**config.mk**
```make
export PLATFORM = sky130hd
export DESIGN_NAME = mem_arbiter
export DESIGN_NICKNAME = d
export VERILOG_FILES = /design/src/rtl/mem_arbiter.sv
export SDC_FILE = /design/constraint.sdc
export NUM_CORES = 1
export LEC_CHECK = 0
export ABC_AREA = 1
export BUFFER_PORTS_ARGS = -buffer_cell sky130_fd_sc_hd__buf_4
export CORE_ASPECT_RATIO = 0.5
export CORE_MARGIN = 2
export CORE_UTILIZATION = 30
export DETAILED_ROUTE_END_ITERATION = 8
export GPL_TIMING_DRIVEN = 1
export PLACE_DENSITY = 0.76
export SLEW_MARGIN = 15
export SYNTH_ARGS = -nofsm -noshare
export SYNTH_HDL_FRONTEND = slang
export SYNTH_SLANG_ARGS = --single-unit
export TNS_END_PERCENT = 20
```
**constraint.sdc**
```tcl
create_clock -name clk -period 1.35 [get_ports clk]
set_clock_uncertainty 0.15 [all_clocks]
set_input_delay 0 -clock clk [delete_from_list [all_inputs] [get_ports clk]]
set_output_delay 0 -clock clk [all_outputs]
set_load 0.01 [all_outputs]
```
**src/rtl/mem_arbiter.sv**
```systemverilog
// mem_arbiter: shares one synchronous-read memory port between two requesters.
//   Port 0 is the core's fetch/data port, port 1 the loader / debug DMA.
//   One access is accepted per cycle. Ownership rotates fairly: an owner keeps
//   the port for at most BURST_MAX consecutive accepts while the other port is
//   requesting. Read data returns exactly one cycle after the accept.
//
// Ports:
//   clk                         system clock, all state on the rising edge
//   reset                       asynchronous, active-low reset
//   req0/we0/addr0/wdata0       port 0 request, write flag, address, write data
//   gnt0                        port 0 access accepted this cycle (combinational)
//   rvalid0/rdata0              port 0 read data return
//   req1 ... rdata1             same as port 0, for port 1
//   mem_addr/mem_wdata/mem_we   memory command bus (zero when nothing granted)
//   mem_rdata                   memory read data, valid the cycle after its address
module mem_arbiter #(
  parameter int WIDTH     = 8,
  parameter int BURST_MAX = 4
) (
  input  logic             clk,
  input  logic             reset,
  input  logic             req0,
  input  logic             we0,
  input  logic [WIDTH-1:0] addr0,
  input  logic [WIDTH-1:0] wdata0,
  output logic             gnt0,
  output logic             rvalid0,
  output logic [WIDTH-1:0] rdata0,
  input  logic             req1,
  input  logic             we1,
  input  logic [WIDTH-1:0] addr1,
  input  logic [WIDTH-1:0] wdata1,
  output logic             gnt1,
  output logic             rvalid1,
  output logic [WIDTH-1:0] rdata1,
  output logic [WIDTH-1:0] mem_addr,
  output logic [WIDTH-1:0] mem_wdata,
  output logic             mem_we,
  input  logic [WIDTH-1:0] mem_rdata
);

  typedef enum logic [1:0] {IDLE, OWN0, OWN1} owner_t;

  localparam logic [3:0] BURST_LIM = 4'(BURST_MAX);

  owner_t     owner_reg, owner_next;
  logic       last_reg, last_next;
  logic [3:0] cnt_reg, cnt_next;
  logic       rd_pend0_reg, rd_pend1_reg;
  logic       grant0, grant1;

  // State register.
  always_ff @(posedge clk or negedge reset) begin
    if (!reset) begin
      owner_reg    <= IDLE;
      last_reg     <= 1'b1;
      cnt_reg      <= 4'd0;
      rd_pend0_reg <= 1'b0;
      rd_pend1_reg <= 1'b0;
    end else begin
      owner_reg    <= owner_next;
      last_reg     <= last_next;
      cnt_reg      <= cnt_next;
      rd_pend0_reg <= grant0 & ~we0;
      rd_pend1_reg <= grant1 & ~we1;
    end
  end

  // Grant decision and next-state logic.
  always_comb begin
    grant0     = 1'b0;
    grant1     = 1'b0;
    owner_next = IDLE;
    last_next  = last_reg;
    cnt_next   = 4'd0;

    case (owner_reg)
      IDLE: begin
        // On a tie the port that was not granted most recently wins; last
        // resets to 1 so the first tie after reset goes to port 0.
        if (req0 && req1) begin
          if (last_reg) grant0 = 1'b1;
          else          grant1 = 1'b1;
        end else begin
          grant0 = req0;
          grant1 = req1;
        end
      end
      OWN0: begin
        if (req0) begin
          if (req1 && cnt_reg == BURST_LIM) grant1 = 1'b1;
          else                              grant0 = 1'b1;
        end else begin
          grant1 = req1;
        end
      end
      OWN1: begin
        if (req1) begin
          if (req0 && cnt_reg == BURST_LIM) grant0 = 1'b1;
          else                              grant1 = 1'b1;
        end else begin
          grant0 = req0;
        end
      end
      default: ;
    endcase

    // cnt saturates at BURST_MAX so a lone requester keeps the port forever
    // and a newly arriving requester is served on the very next cycle.
    if (grant0) begin
      owner_next = OWN0;
      last_next  = 1'b0;
      if (owner_reg == OWN0)
        cnt_next = (cnt_reg >= BURST_LIM) ? BURST_LIM : cnt_reg + 4'd1;
      else
        cnt_next = 4'd1;
    end else if (grant1) begin
      owner_next = OWN1;
      last_next  = 1'b1;
      if (owner_reg == OWN1)
        cnt_next = (cnt_reg >= BURST_LIM) ? BURST_LIM : cnt_reg + 4'd1;
      else
        cnt_next = 4'd1;
    end
  end

  // Grants are Mealy outputs; mask them while reset is held so nothing
  // reaches the memory bus even though requests may be active.
  assign gnt0 = grant0 & reset;
  assign gnt1 = grant1 & reset;

  assign mem_addr  = gnt0 ? addr0  : (gnt1 ? addr1  : '0);
  assign mem_wdata = gnt0 ? wdata0 : (gnt1 ? wdata1 : '0);
  assign mem_we    = (gnt0 & we0) | (gnt1 & we1);

  assign rvalid0 = rd_pend0_reg;
  assign rvalid1 = rd_pend1_reg;
  assign rdata0  = rd_pend0_reg ? mem_rdata : '0;
  assign rdata1  = rd_pend1_reg ? mem_rdata : '0;

endmodule

```
==> impl_metrics.tcl, run 1 <==
set metrics [dict create \
    status "complete, but fails checks" \
    violations "negative setup slack" \
    setup_viol 25 \
    clock_latency_ns 0.24 \
    drt_iter0_markers 68 \
    die_x_um 84.7 \
    io_pins 83 \
    crit_path_start_kind "register" \
    initial_core_util 0.321 \
    p_sw_w 0.00137 \
    fillCellCount 247 \
    rsz0062_at_grt "yes" \
    pre_cts_slack_ns -0.262 \
    path_clk_slew_ns 0.05 \
    synth_top_family_by_area "simple AND/OR/NAND/NOR gates" \
    leakagePower_nw 1.12 \
    antenna_cells 0 \
    grt_max_degree 37 \
    final_cell_mix "86 x buf_4, 26 x nand2_1, 21 x inv_1" \
    crit_path_end_kind "output port" \
    reg2regPathDepth 9 \
    final_nets 295 \
    areaGrowthSynthToFinish_pct 99.2 \
    final_common_cell "buf_4" \
    cap_violations 0 \
    grt_pass1_vias 1253 \
    cts_buffers 3 \
    synth_compound_area_frac 0.0243 \
    yosys.area_share.simple 0.544 \
    grtUsageTotal 0.177 \
    drtPass1Iterations 4 \
    largest_reg_flops 4 \
    wl_per_cell_um 13.1 \
    avgSynthCellArea_sq_um 6.43 \
    setup_slack_ns -0.574 \
    report.final.slew_viol_count 0 \
    ys_warn_count 0 \
    synth_mux_area_frac 0 \
    portBuffers 82 \
    route.detailed.drc 0 \
    crit_type "reg2out" \
    cp.arrival_ns 1.77 \
    multiInputGateArea_sq_um 689 \
    final_cells 286 \
    synth_xor_area_frac 0 \
    cts_root_buffer "clkbuf_8" \
    pwr-share-clk 0.102 \
    worstHoldEndpoint "last_reg$_DFFE_PN1P_" \
    ys_seq_elements 9 \
    grt_overflow 0 \
    clockBufferDepth 2 \
    grt_pass1_wl_um 5420 \
    period_share 1.43 \
    cts.sinks 9 \
    htree_levels 1 \
    synthesis.nets 200 \
    worst-r2r-setup-slack_ns -0.28 \
    rows 14 \
    drive_gt1_frac 0.593 \
    cts_tree "yes" \
    gp_congestion 0.813 \
    seqPwrFrac 0.157 \
    core_area_sq_um 3050 \
    reg2reg_from "cnt_reg[0]$_DFF_PN0_" \
    cp_max_fo 6 \
    p_per_area_nw_per_um2 1600 \
    dp.cells 277 \
    syn_area_sq_um 977 \
    p_comb_frac 0.741 \
    vias 1397 \
    max_freq_mhz 520 \
    ant_nets 0 \
    vias_per_cell 4.88 \
    hpwl_um 2590 \
    fp.dieH_um 44.4 \
    hold_viol 0 \
    switching_share 0.440 \
    hold_path_depth 5 \
    min_period_ns 1.92 \
    synth_cells 152 \
    yosys.area_share.adder 0.0256 \
    seq_area_frac_synth 0.232 \
    internal_power_w 0.00175 \
    worstHoldPathType "in2reg" \
    dieArea_sq_um 3760 \
    area.sequential_sq_um 226 \
    peakVddDrop_mv 0.743 \
    worst_r2r_endpoint "rvalid0$_DFF_PN0_" \
    antenna_found_initial 0 \
    ys_types 22 \
    cp.required_ns 1.20 \
    hp-start "req1" \
    wl_um 3750 \
]
## power by group through the flow
stage	Sequential [W]	Combinational [W]	Clock, W
floorplan	0.000454	0.00110	0
global placement	0.000480	0.00197	0
CTS	0.000486	0.00207	0.000321
global route	0.000505	0.00247	0.000342
finish	0.000490	0.00231	0.000317
detailed placement	0.000490	0.00201	0
## area by class of cell
| cell class | instances | share of cell area |
|---|---|---|
| repair buffers | 100 | 0.431 |
| multi-input cells | 107 | 0.354 |
| flip-flops and latches | 9 | 0.116 |
| inverters | 26 | 0.0501 |
| well taps | 40 | 0.0257 |
| clock buffers | 4 | 0.0231 |
## metal layers
metal / track usage / share of wire / vias up
li1: - / - / 682
met1: 0.209 / 0.39 / 636
met2: 0.351 / 0.52 / 67
met3: 0.0317 / 0.068 / 12
met4: 0.0286 / 0.026 / 0
met5: 0 / 0 / -
## timing repair
action                                  in CTS  in global routing
endpoints found under the hold margin       13                  0
resized for setup                            5                 12
hold buffers                                 4                  0
buffers inserted                             0                  0
endpoints found under the setup margin      25                 27
pin swaps                                    1                  3
gates cloned                                 0                  1
## per-stage QoR
step | setup TNS, ns | instance area, sq um | power (W) | hold slack, ns | util
3_5_place_dp | -5.43 | 1770 | 0.00250 | -0.191 | 0.580
5_1_grt | -13.26 | 1950 | 0.00332 | 0.0345 | 0.639
6_report | -11.29 | 1950 | 0.00312 | 0.0283 | 0.639
3_3_place_gp | -4.55 | 1770 | 0.00245 | -0.198 | 0.580
2_1_floorplan | -0.982 | 1040 | 0.00156 | -0.446 | -
4_1_cts | -10.47 | 1870 | 0.00288 | 0.00617 | 0.615
## critical path, cell delays in order (launching register included)
cell and delay (ns):
dfrtp_1 0.38, inv_2 0.08, ha_4 0.14, nand4_1 0.16, nand2_1 0.16, nand2_2 0.08
nand3_4 0.11, buf_12 0.13, nand3_1 0.08, nand2_2 0.09, buf_4 0.13
## synth_stat cells
cell type / instances / area (sq um)
clkbuf_1: 2 / 7.51
a21oi_1: 3 / 15.0
dfstp_2: 1 / 26.3
nor3_1: 1 / 5.00
a21oi_2: 1 / 8.76
dfrtp_1: 8 / 200
nand2_1: 46 / 173
inv_1: 23 / 86.3
nand4_1: 19 / 119
buf_6: 2 / 22.5
buf_1: 1 / 3.75
nand2_2: 1 / 6.26
nand3_2: 9 / 90.1
nand3_4: 1 / 17.5
nor2_4: 2 / 22.5
ha_1: 2 / 25.0
inv_2: 3 / 11.3
nand3_1: 16 / 80.1
conb_1: 1 / 3.75
buf_8: 1 / 15.0
buf_2: 4 / 20.0
nor2_1: 5 / 18.8
## logic make-up after synthesis
| family | Yosys count |
|---|---|
| AOI/OAI and AO/OA | 4 |
| adders and majority gates | 2 |
| buffers and inverters | 36 |
| DFF | 9 |
| other | 1 |
| and+or+nand+nor | 100 |
## worst max-delay path by stage
stage                    startpoint                    to  slack [ns]  depth (start not counted)
5_1_grt        cnt_reg[0]$_DFF_PN0_          mem_wdata[4]       -0.65                         10
2_1_floorplan  cnt_reg[0]$_DFF_PN0_  cnt_reg[0]$_DFF_PN0_       -0.06                          8
6_report       cnt_reg[0]$_DFF_PN0_          mem_wdata[4]       -0.57                         10
3_5_place_dp   cnt_reg[1]$_DFF_PN0_          mem_wdata[6]       -0.26                         10
3_3_place_gp   cnt_reg[0]$_DFF_PN0_          mem_wdata[5]       -0.22                         10
4_1_cts        cnt_reg[0]$_DFF_PN0_          mem_wdata[3]       -0.53                         10
(Power assumes the default switching activity.)
==> run 2: changes to the inputs <==
Settings changed: PLACE_DENSITY 0.76 to 0.73.
Clock period 1.35 ns to 2.25 ns, I/O delays scaled along.
==> run 2 against run 1 <==
Effect of this change:
- the run now ends clean
- worst setup slack improved by 0.88 ns
- core utilization decreased by 8.3 points
- design area decreased by 13%
- sequential power decreased by 40%
- critical path depth decreased by 2
- register-to-register slack improved by 0.65 ns
- hold slack improved by 0.087 ns
- sequential share of layout area increased by 1.7 points
- total power decreased by 55%
- clock power decreased by 41%
- non-clock buffer count decreased by 11
- critical path type unchanged
- critical endpoint is now gnt1
==> impl_metrics.tcl, run 2 (same netlist as run 1, synthesis figures left out) <==
set metrics [dict create \
    grtUsageTotal 0.157 \
    route.detailed.drc 0 \
    pre_cts_slack_ns 0.393 \
    wl_um 2910 \
    ant_nets 0 \
    cap_violations 0 \
    grt_overflow 0 \
    crit_type "reg2out" \
    final_nets 284 \
    grt_pass1_vias 1194 \
    setup_viol 0 \
    rows 14 \
    fp.dieH_um 44.4 \
    antenna_found_initial 0 \
    cts_root_buffer "clkbuf_8" \
    fin_util 0.556 \
    reg2reg_from "cnt_reg[0]$_DFF_PN0_" \
    setup_slack_ns 0.307 \
    initial_core_util 0.321 \
    final_cell_mix "83 x buf_4, 46 x nand2_1, 23 x inv_1" \
    antenna_cells 0 \
    rsz0062_at_grt "no" \
    cts_buffers 3 \
    cp.required_ns 2.10 \
    hold_viol 0 \
    core_area_sq_um 3050 \
    final_cells 275 \
    largest_reg_flops 4 \
    min_period_ns 1.94 \
    htree_levels 1 \
    cts_tree "yes" \
    path_clk_slew_ns 0.04 \
    portBuffers 82 \
    drt_iter0_markers 63 \
    drive_gt1_frac 0.443 \
    gp_congestion 0.787 \
    worstHoldPathType "in2async" \
    report.final.slew_viol_count 0 \
    areaGrowthSynthToFinish_pct 73.4 \
    crit_path_start_kind "register" \
    leakagePower_nw 1.04 \
    vias 1278 \
    clockBufferDepth 2 \
    cts_setup_buffers 0 \
    clock_latency_ns 0.23 \
    dieArea_sq_um 3760 \
    setup_tns_ns 0 \
    hpwl_um 2250 \
    grt_max_degree 45 \
    grt_pass1_wl_um 4860 \
    whs_ns 0.116 \
    worst_r2r_endpoint "cnt_reg[1]$_DFF_PN0_" \
    cp_max_fo 19 \
    p_per_area_nw_per_um2 824 \
    peakVddDrop_mv 0.317 \
    wl_per_cell_um 10.6 \
    reg2regPathDepth 6 \
    io_pins 83 \
    period_share 0.864 \
    dp.cells 265 \
    cts.sinks 9 \
    worst-r2r-setup-slack_ns 0.37 \
    fillCellCount 299 \
    vias_per_cell 4.65 \
    crit_path_end_kind "output port" \
    cp.arrival_ns 1.79 \
    drtPass1Iterations 4 \
    final_common_cell "buf_4" \
    max_freq_mhz 515 \
    status "complete, no violations" \
    die_x_um 84.7 \
]
run 2: cell count changes in the layout (fill, tap and decap cells not counted), sizes merged:
cell and delta:
buf -12, clkbuf -1, dlygate4sd3 +2
run 2: report_power, final:
group / internal [W] / switching [W]
combinational: 0.000399 / 0.000518
clock: 0.000123 / 0.0000625
sequential: 0.000223 / 0.0000699
run 2: stage by stage:
stage	power (W)	instance area, sq um
finish	0.00140	1690
global route	0.00152	1690
CTS	0.00140	1690
detailed placement	0.00120	1580
global placement	0.00118	1580
floorplan	0.000897	977
run 2: worst max-delay path, cell delays in order (launching register included):
cell and delay [ns]:
dfrtp_1 0.38, inv_1 0.09, ha_1 0.20, nand4_1 0.16, nand2_2 0.11, nand3_4 0.19
nand2_1 0.21, nor2_1 0.06, buf_4 0.14
run 2: cell type report:
cell class,count,area (sq um),share of cell area
clock buffer,4,45.0,0.0266
inverter,26,97.6,0.0576
multi-input combinational,107,592,0.349
sequential,9,226,0.134
tap,40,50.0,0.0295
timing repair buffer,89,683,0.403
run 2: per-layer routing:
metal / vias to the layer above / wire, um / global-route usage
met5: - / 0 / 0
met4: 0 / 26 / 0.0540
met3: 4 / 217 / 0.0299
met2: 59 / 1490 / 0.291
met1: 559 / 1180 / 0.188
li1: 656 / - / -
run 2: what timing repair did:
item                                    CTS  global route
resized for setup                         0             1
hold buffers                              6             0
endpoints found under the hold margin    13             0
endpoints found under the setup margin    0            17
run 2: how the worst max path moves through the flow:
stage / from / cells past startpoint / slack (ns) / end
final: cnt_reg[0]$_DFF_PN0_ / 8 / 0.31 / gnt1
after global routing: cnt_reg[0]$_DFF_PN0_ / 9 / 0.11 / mem_wdata[2]
after CTS: cnt_reg[0]$_DFF_PN0_ / 9 / 0.14 / mem_wdata[0]
after detailed placement: cnt_reg[0]$_DFF_PN0_ / 9 / 0.39 / gnt0
after global placement: cnt_reg[0]$_DFF_PN0_ / 9 / 0.45 / mem_addr[5]
after floorplan: cnt_reg[0]$_DFF_PN0_ / 9 / 0.81 / cnt_reg[0]$_DFF_PN0_
